[src/rtl/jk_sync_counter.sv]
// jk_sync_counter: synchronous up/down/load counter whose state bits advance
// through JK excitation logic. Each cycle it computes the per-bit J/K pairs,
// applies the JK next-state rule to the state register q, and exposes the
// excitation bus so it can drive, or stand in for, a bank of JK flip-flops.
//
// Optional feature: define JK_CNT_MODULO_EN to wrap at MOD instead of 2^WIDTH.
//
// Parameters:
//   WIDTH  counter/state width in bits (2..16)
//   modulus parameter, used only with JK_CNT_MODULO_EN (2 <= MOD <= 2^WIDTH)
// Ports:
//   clk   rising-edge clock
//   r     synchronous active-high reset (priority over every mode)
//   mode  00 hold, 01 up, 10 down, 11 load
//   d     parallel load value, sampled when mode=11
//   q     registered counter state
//   jx    J excitation for the current cycle (combinational)
//   kx    K excitation for the current cycle (combinational)
//   tc    terminal count: the next enabled step wraps (combinational)
//   wrap  registered pulse, high for the cycle after a wrapping edge
module jk_sync_counter #(
  parameter int unsigned WIDTH = 4,
  parameter int unsigned MOD   = 10
) (
  input  logic             clk,
  input  logic             r,
  input  logic [1:0]       mode,
  input  logic [WIDTH-1:0] d,
  output logic [WIDTH-1:0] q,
  output logic [WIDTH-1:0] jx,
  output logic [WIDTH-1:0] kx,
  output logic             tc,
  output logic             wrap
);

  // Reject out-of-range configurations at elaboration.
  if (WIDTH < 2 || WIDTH > 16 || MOD < 2 || MOD > (32'd1 << WIDTH)) begin : g_param_err
    $error("jk_sync_counter: WIDTH or MOD out of range");
  end

  localparam logic [1:0] ModeHold = 2'b00;
  localparam logic [1:0] ModeUp   = 2'b01;
  localparam logic [1:0] ModeDown = 2'b10;
  localparam logic [1:0] ModeLoad = 2'b11;

`ifdef JK_CNT_MODULO_EN
  localparam logic [WIDTH-1:0] ModMax = WIDTH'(MOD - 1);
`endif

  logic [WIDTH-1:0] up_t;   // bit i toggles when counting up: &q[i-1:0]
  logic [WIDTH-1:0] dn_t;   // bit i toggles when counting down: &~q[i-1:0]
  logic             all_ones;
  logic             all_zero;
  logic [WIDTH-1:0] q_next;

  // Ripple-style prefix AND chains; bit 0 always toggles.
  always_comb begin
    logic up_acc;
    logic dn_acc;
    up_acc = 1'b1;
    dn_acc = 1'b1;
    up_t   = '0;
    dn_t   = '0;
    for (int i = 0; i < WIDTH; i++) begin
      up_t[i] = up_acc;
      dn_t[i] = dn_acc;
      up_acc  = up_acc & q[i];
      dn_acc  = dn_acc & ~q[i];
    end
    all_ones = up_acc;
    all_zero = dn_acc;
  end

  always_comb begin
    jx = '0;
    kx = '0;
    tc = 1'b0;
    unique case (mode)
      ModeHold: begin
        jx = '0;
        kx = '0;
      end
      ModeUp: begin
`ifdef JK_CNT_MODULO_EN
        if (q >= ModMax) begin
          // Clear every set bit so the next state is 0.
          jx = '0;
          kx = q;
          tc = 1'b1;
        end else begin
          jx = up_t;
          kx = up_t;
        end
`else
        jx = up_t;
        kx = up_t;
        tc = all_ones;
`endif
      end
      ModeDown: begin
`ifdef JK_CNT_MODULO_EN
        if (all_zero) begin
          // Load MOD-1 through the excitation inputs.
          jx = ModMax;
          kx = ~ModMax;
        end else begin
          jx = dn_t;
          kx = dn_t;
        end
`else
        jx = dn_t;
        kx = dn_t;
`endif
        tc = all_zero;
      end
      ModeLoad: begin
        jx = d;
        kx = ~d;
      end
      default: begin
        jx = '0;
        kx = '0;
      end
    endcase
  end

  // JK rule per bit: J sets, K clears, both toggle, neither holds.
  assign q_next = (jx & ~q) | (~kx & q);

  // tc is only ever high in up/down, so load can never raise wrap.
  always_ff @(posedge clk) begin
    if (r) begin
      q    <= '0;
      wrap <= 1'b0;
    end else begin
      q    <= q_next;
      wrap <= tc;
    end
  end

endmodule

[config.mk]
export PLATFORM = sky130hd
export DESIGN_NAME = jk_sync_counter
export DESIGN_NICKNAME = d
export VERILOG_FILES = /design/src/rtl/jk_sync_counter.sv
export SDC_FILE = /design/constraint.sdc
export NUM_CORES = 1
export LEC_CHECK = 0
export CAP_MARGIN = 10
export CORE_AREA = 10 10 47 49
export CTS_BUF_LIST = sky130_fd_sc_hd__clkbuf_4 sky130_fd_sc_hd__clkbuf_8 sky130_fd_sc_hd__clkbuf_16
export DETAILED_ROUTE_END_ITERATION = 8
export DIE_AREA = 0 0 57 59
export DONT_BUFFER_PORTS = 1
export PLACE_DENSITY = 0.47
export SYNTH_ARGS = -nofsm -noshare
export SYNTH_HDL_FRONTEND = slang
export SYNTH_SLANG_ARGS = --single-unit
[constraint.sdc]
create_clock -name clk -period 2.9 [get_ports clk]
set_clock_uncertainty 0.15 [all_clocks]
set_input_delay 0.725 -clock clk [delete_from_list [all_inputs] [get_ports clk]]
set_output_delay 0.725 -clock clk [all_outputs]
set_load 0.01 [all_outputs]
* Word level (Yosys, flattened, before mapping)
Cells that the tools add are included.
** Cells by class
- Muxes and demuxes :: 3
- Equality and inequality tests :: 3
- Bitwise operators :: 16
- Reduce and logical (&&, ||, !) cells :: 1
** Operators with widths (number)
- 4-bit case mux with 4 select lines :: 2
- 4-bit NOT :: 3
- 4-bit AND :: 2
- 1-bit AND :: 6
- 2-bit equality test (second input constant) :: 2
- 1-bit NOT :: 4
- 4-bit OR :: 1
- 2-bit by 1-bit equality test with 1-bit output (second input constant) :: 1
- 2-bit logical NOT :: 1
- 1-bit case mux with 2 select lines :: 1
** Storage, ports and cells
- Word-level logic and storage cells :: 25
- Output and inout bits :: 14
- Register bits after elaboration :: 5
- Bits of input ports :: 8

* Longest topological paths before layout
Gate-level depths: netlist of the first run.
- Depth after elaboration :: 7
- Mapped depth :: 6
- Gate-level depth less buffers :: 6

* Worst setup path before layout of the first run
No wires, ideal clock.
- Path type :: input to output
- Start point :: in mode[0]
- End point :: out tc
- Arrival time :: 1.704 ns
- Path slack :: 0.321 ns
- Buffers on the path :: 0
- Cell stages on the path :: 5
- Data required time :: 2.025 ns
- Cell sequence :: inv_1 ha_1 or4b_4 nor2_1 o21a_2
** On the way
- Cells in the longest elaborated chain, start to end :: 2
- Elaborated cells between the ends (all ways) :: 3
** RTL lines
- from (decl) :: RTL line 27 : input logic [1:0] mode,
- 2-bit equality test or 2-bit by 1-bit equality test with 1-bit output (tied branches) :: RTL line 78 : unique case (mode)
- 1-bit case mux with 2 select lines * :: RTL line 78
- to (decl) :: RTL line 32 : output logic tc,
Mark *: on every way between the ends. The rest lies on a longest branch, timed or not.

* Worst setup path after layout of the first run
Same ends and word-level chain as after synthesis.

==> flow_summary_export.csv, run 1 <==
group,metric,value,unit
yosys,syn-cell-area,458,um^2
yosys,ys.warnings.count,0,
worst_setup_path,critPathLaunchType,"input pin",
grt,grt_pass1_vias,378,
detailed_routing,drt-wirelength-per-cell,14.6,um
grt,grt_pass1_wl,1.76,mm
yosys,synth.area.top_cells,"dfxtp_1 (22%), ha_1 (14%), a31oi_4 (9.3%)",
timing,tightest_slew,0.484,ns
placed_design,dp.cells,72,
outcome,status,"completed",
finish,final_nets,74,
yosys,yosysTopAreaCell,"dfxtp_1",
die,start_util,32.7,%
yosys,postSynthAreaPerCell,8.33,um^2
grt,antenna_found_initial,0,
die,rows,14,
clocking,path_clk_slew,0.04,ns
yosys,syn-num-nets,68,
detailed_routing,drc,0,
detailed_routing,vias,395,
worst_setup_path,cp.arrival,1.74,ns
yosys,ys_seq_elements,5,
clocking,root_buffer,"clkbuf_4",
timing,setup_violations,0,
detailed_routing,drtAntennaViolNets,0,
job,drv_cap,0,
timing,rsz0062_at_grt,"no",
timing,fin_crit_sh,90.2,%
clocking,cts_tree,"done",
yosys,ys_seq_area_share,21.9,%
clocking,hold_buffers,0,
timing,fmax,382,MHz
timing,period_minus_slack,2.62,ns
clocking,insertion_delay,0.23,ns
die,num_io_pins,22,
yosys,yosysTopAreaCellShare,21.9,%
yosys,synth_cell_type_count,23,
yosys,yosysMostFrequentCell,"inv_1",
yosys,synth_edf_count,0,
detailed_routing,drt_iter0_drc,5,
clocking,postCtsSetupRepairBufs,0,
clocking,ctsHtreeMaxLevel,1,
detailed_routing,dr.pass1.iters,4,
finish,design_area,515,um^2
worst_setup_path,r2r_slack,1.21,ns
worst_setup_path,critPathKind,"in2out",
die,die-area,3360,um^2
placed_design,dpl_cell_area,485,um^2
finish,insertedDiodeCount,0,
clocking,cts_buffers,3,
die,core,1400,um^2
worst_setup_path,cp_max_fo,4,
worst_hold_path,hold_path_class,"in2reg",
die,fp.dieW,57,um
grt,grt_max_degree,8,
placed_design,place_congestion,0.681,
yosys,synthArstFlopShare,0,%
timing,hold_viol,0,
die,die_h,59,um
yosys,synth_ff_type,"dfxtp_1",
detailed_routing,wl,1.11,mm
detailed_routing,viasPerCell,5.20,
timing,setup_tns,0,ns
pwr,cellPowerDensity,449,nW/um^2
clocking,clock_path_buffers,2,
finish,layout.cells.non_filler,76,
clocking,cts_sinks,5,
timing,relSlewSlack,67.4,%
yosys,synthTopCellsByCount,"inv_1 (7), nand2b_1 (6), nor2_1 (6)",
grt,grt_util_all_layers,6.66,%
placed_design,numPortBuffers,0,
yosys,netlist_instances,55,
pwr,ir_drop,0.0953,mV
finish,fin_util,36.8,%
grt,grt_overflow_total,0,
worst_setup_path,worstSetupEndpointType,"output pin",
finish,synthToLayoutAreaGrowth,12.6,%
timing,drv_slew,0,
timing,hold_slack,0.396,ns
placed_design,dpl.hpwl,967,um
worst_setup_path,required,2.03,ns
finish,num-fill-cells,169,
finish,drive_gt1_share,18.3,%
pwr,leakage,0.211,nW
clocking,cts_resized,0,
==> logic make-up after synthesis <==
family | after synthesis | share of synthesized area [%]
adder cells (fa/ha/maj) | 5 | 13.7
flip-flops | 5 | 21.9
multiplexers | 1 | 2.19
AND/OR/NAND/NOR | 23 | 28.7
AO/OA/AOI/OAI | 14 | 27.9
buffers and inverters | 7 | 5.74
==> layout make-up <==
| cell class | count | area [um^2] | share of cell area (%) |
|---|---|---|---|
| Multi-Input combinational cell | 43 | 332 | 64.3 |
| Sequential cell | 5 | 100 | 19.4 |
| Clock buffer | 4 | 30.0 | 5.83 |
| Inverter | 7 | 26.3 | 5.10 |
| Tap cell | 16 | 20.0 | 3.88 |
| Timing Repair Buffer | 1 | 7.51 | 1.46 |
==> metrics by stage <==
step	power (mW)	worst slack, ns
2_1_floorplan	0.134	0.321
6_report	0.231	0.285
5_1_grt	0.251	0.184
4_1_cts	0.237	0.269
3_5_place_dp	0.146	0.269
3_3_place_gp	0.146	0.289
==> power breakdown <==
group | total, mW | switching (mW) | internal (mW)
combinational | 0.0548 | 0.0310 | 0.0238
clock | 0.0878 | 0.0266 | 0.0612
sequential | 0.0887 | 0.0133 | 0.0754
==> placed cells by master (no fill, tap or decap), types with 2 or more instances in the layout <==
master	Yosys	routed
o21ai_0	3	3
a21oi_1	2	2
a31oi_1	2	2
dfxtp_1	5	5
clkbuf_4	0	4
nor2_1	6	6
a31oi_4	2	2
inv_1	7	7
nand2_1	4	4
ha_1	5	5
nand2b_1	6	6
==> critical path, cell delays in order <==
cell    delay (ns)
inv_1         0.07
ha_1          0.16
or4b_4        0.51
nor2_1        0.11
o21a_2        0.16
==> state kept, by name, indices dropped and copies added (netlist names) <==
| signal | cells |
|---|---|
| q | 4 |
| wrap | 1 |
==> worst paths after layout <==
path                start   end  depth (start not counted)
hold reg to reg      q[3]  q[3]                          2
hold / removal          r  q[3]                          1
setup / recovery  mode[0]    tc                          5
setup reg to reg     q[1]  q[3]                          4
==> per-layer routing <==
layer / vias up / global-route usage, % / wire, um
met3: 2 / 4.08 / 113
met4: 0 / 5.03 / 24
met5: - / 0 / 0
li1: 203 / - / -
met2: 11 / 10.9 / 547
met1: 179 / 5.95 / 421
No activity file was read; power rests on OpenSTA's default activity.
==> inputs of run 2 (changes only) <==
RECOVER_POWER = 100   (was not set)
==> run 2 against run 1 <==
Effect of this change: design area fell by 1.5%; register-to-register slack got worse by 0.08 ns; final cell count did not move; die area did not move; non-clock buffer count did not move; core utilization fell by 0.54 points; first-iteration DRC count fell by 40%; global-route usage did not move; sequential power barely moved; hold slack barely moved; largest cell class unchanged.
==> flow_summary_export.csv, run 2 (synthesis gave the netlist of run 1 again) <==
group,metric,value,unit
worst_setup_path,r2r_slack,1.13,ns
worst_setup_path,cp_max_fo,4,
die,rows,14,
finish,drive_gt1_share,15.0,%
pwr,p_int,0.159,mW
placed_design,place_ws,0.269,ns
timing,tightest_slew,0.484,ns
finish,layout_common_cells,"inv_1 (7), nand2b_1 (6), nor2_1 (6)",
clocking,clock_path_buffers,2,
die,fp.dieW,57,um
timing,relSlewSlack,67.4,%
pwr,p_clk_share,38.3,%
job,drv_cap,0,
die,start_util,32.7,%
detailed_routing,viasPerCell,5.21,
pwr,leakage,0.206,nW
finish,top_register,"q",
timing,hold_slack,0.396,ns
clocking,hold_buffers,0,
grt,grt_pass1_vias,378,
grt,grt_max_degree,8,
placed_design,place_congestion,0.681,
finish,design_area,508,um^2
timing,setup_violations,0,
worst_setup_path,required,2.03,ns
worst_setup_path,max_stage_delay,0.56,ns
detailed_routing,drt_iter0_drc,3,
pwr,switchingPower,0.0707,mW
worst_setup_path,worstSetupEndpointType,"output pin",
placed_design,numPortBuffers,0,
pwr,seqPwrFrac,38.5,%
clocking,cts_tree,"done",
pwr,p_sw_share,30.8,%
timing,hold_viol,0,
detailed_routing,vias,396,
die,die_h,59,um
grt,antenna_found_initial,0,
timing,fmax,371,MHz
finish,final_nets,74,
finish,top_regs,"q (4), wrap (1)",
detailed_routing,wl,1.12,mm
pwr,combPwrFrac,23.2,%
worst_setup_path,cp_cell_sequence,"inv_1 > ha_1 > or4b_1 > nor2_1 > o21a_2",
clocking,ctsHtreeMaxLevel,1,
clocking,cts_resized,0,
placed_design,dpl.hpwl,967,um
detailed_routing,drtAntennaViolNets,0,
die,core,1400,um^2
finish,largest_register_ffs,4,
detailed_routing,dr.pass1.iters,3,
worst_setup_path,cp.arrival,1.82,ns
worst_setup_path,crit_slowest_cell,"or4b_1",
clocking,cts_buffers,3,
grt,grt_pass1_wl,1.76,mm
clocking,postCtsSetupRepairBufs,0,
timing,fin_crit_sh,93.0,%
timing,rsz0062_at_grt,"no",
die,num_io_pins,22,
outcome,status,"completed",
placed_design,dpl_cell_area,485,um^2
worst_hold_path,hold_path_class,"in2reg",
timing,worst_slack,0.204,ns
clocking,root_buffer,"clkbuf_4",
grt,grt_util_all_layers,6.66,%
clocking,path_clk_slew,0.04,ns
timing,setup_tns,0,ns
detailed_routing,drc,0,
pwr,cellPowerDensity,452,nW/um^2
pwr,ir_drop,0.0944,mV
finish,mostFrequentLayoutCell,"inv_1",
worst_setup_path,critPathLaunchType,"input pin",
timing,period_minus_slack,2.70,ns
worst_setup_path,critPathKind,"in2out",
detailed_routing,drt-wirelength-per-cell,14.7,um
clocking,insertion_delay,0.23,ns
timing,drv_slew,0,
die,die-area,3360,um^2
grt,grt_overflow_total,0,
clocking,cts_sinks,5,
finish,synthToLayoutAreaGrowth,10.9,%
finish,insertedDiodeCount,0,
## run 2: cell type report
| class | instances | area [um^2] |
|---|---|---|
| inverters | 7 | 26.3 |
| well taps | 16 | 20.0 |
| multi-input cells | 43 | 328 |
| fillers | 171 | 893 |
| clock buffers | 4 | 30.0 |
| flip-flops and latches | 5 | 100 |
| repair buffers | 1 | 3.75 |
## run 2: power groups by stage
| stage | Sequential, mW | Clock [mW] | Combinational, mW |
|---|---|---|---|
| floorplan | 0.0866 | 0 | 0.0470 |
| global placement | 0.0901 | 0 | 0.0556 |
| detailed placement | 0.0902 | 0 | 0.0561 |
| CTS | 0.0890 | 0.0922 | 0.0561 |
| global route | 0.0897 | 0.100 | 0.0595 |
| finish | 0.0884 | 0.0878 | 0.0532 |
## run 2: final timing paths
path           to  startpoint  cells after the start
max            tc     mode[0]                      5
min          q[3]           r                      1
max reg2reg  q[3]        q[1]                      4
min reg2reg  q[3]        q[3]                      2
## run 2: metal layers
| metal | track usage [%] | vias up | part of all wire [%] |
|---|---|---|---|
| met2 | 10.9 | 11 | 49 |
| met3 | 4.08 | 2 | 10 |
| met5 | 0 | - | 0 |
| met1 | 5.95 | 181 | 39 |
| li1 | - | 202 | - |
| met4 | 5.03 | 0 | 2.2 |
## run 2: per-stage QoR
| stage | util (%) | total power, mW | std cells |
|---|---|---|---|
| after floorplan | - | 0.134 | 55 |
| after global placement | 34.6 | 0.146 | 72 |
| after detailed placement | 34.6 | 0.146 | 72 |
| after CTS | 36.8 | 0.237 | 76 |
| after global routing | 36.3 | 0.250 | 76 |
| final | 36.3 | 0.229 | 76 |
## run 2: worst max-delay path: cells and delay by family
kind	cells	cell delay, ns
and+or+nand+nor	2	0.69
buffers and inverters	1	0.07
AOI/OAI and AO/OA	1	0.17
adders and majority gates	1	0.16
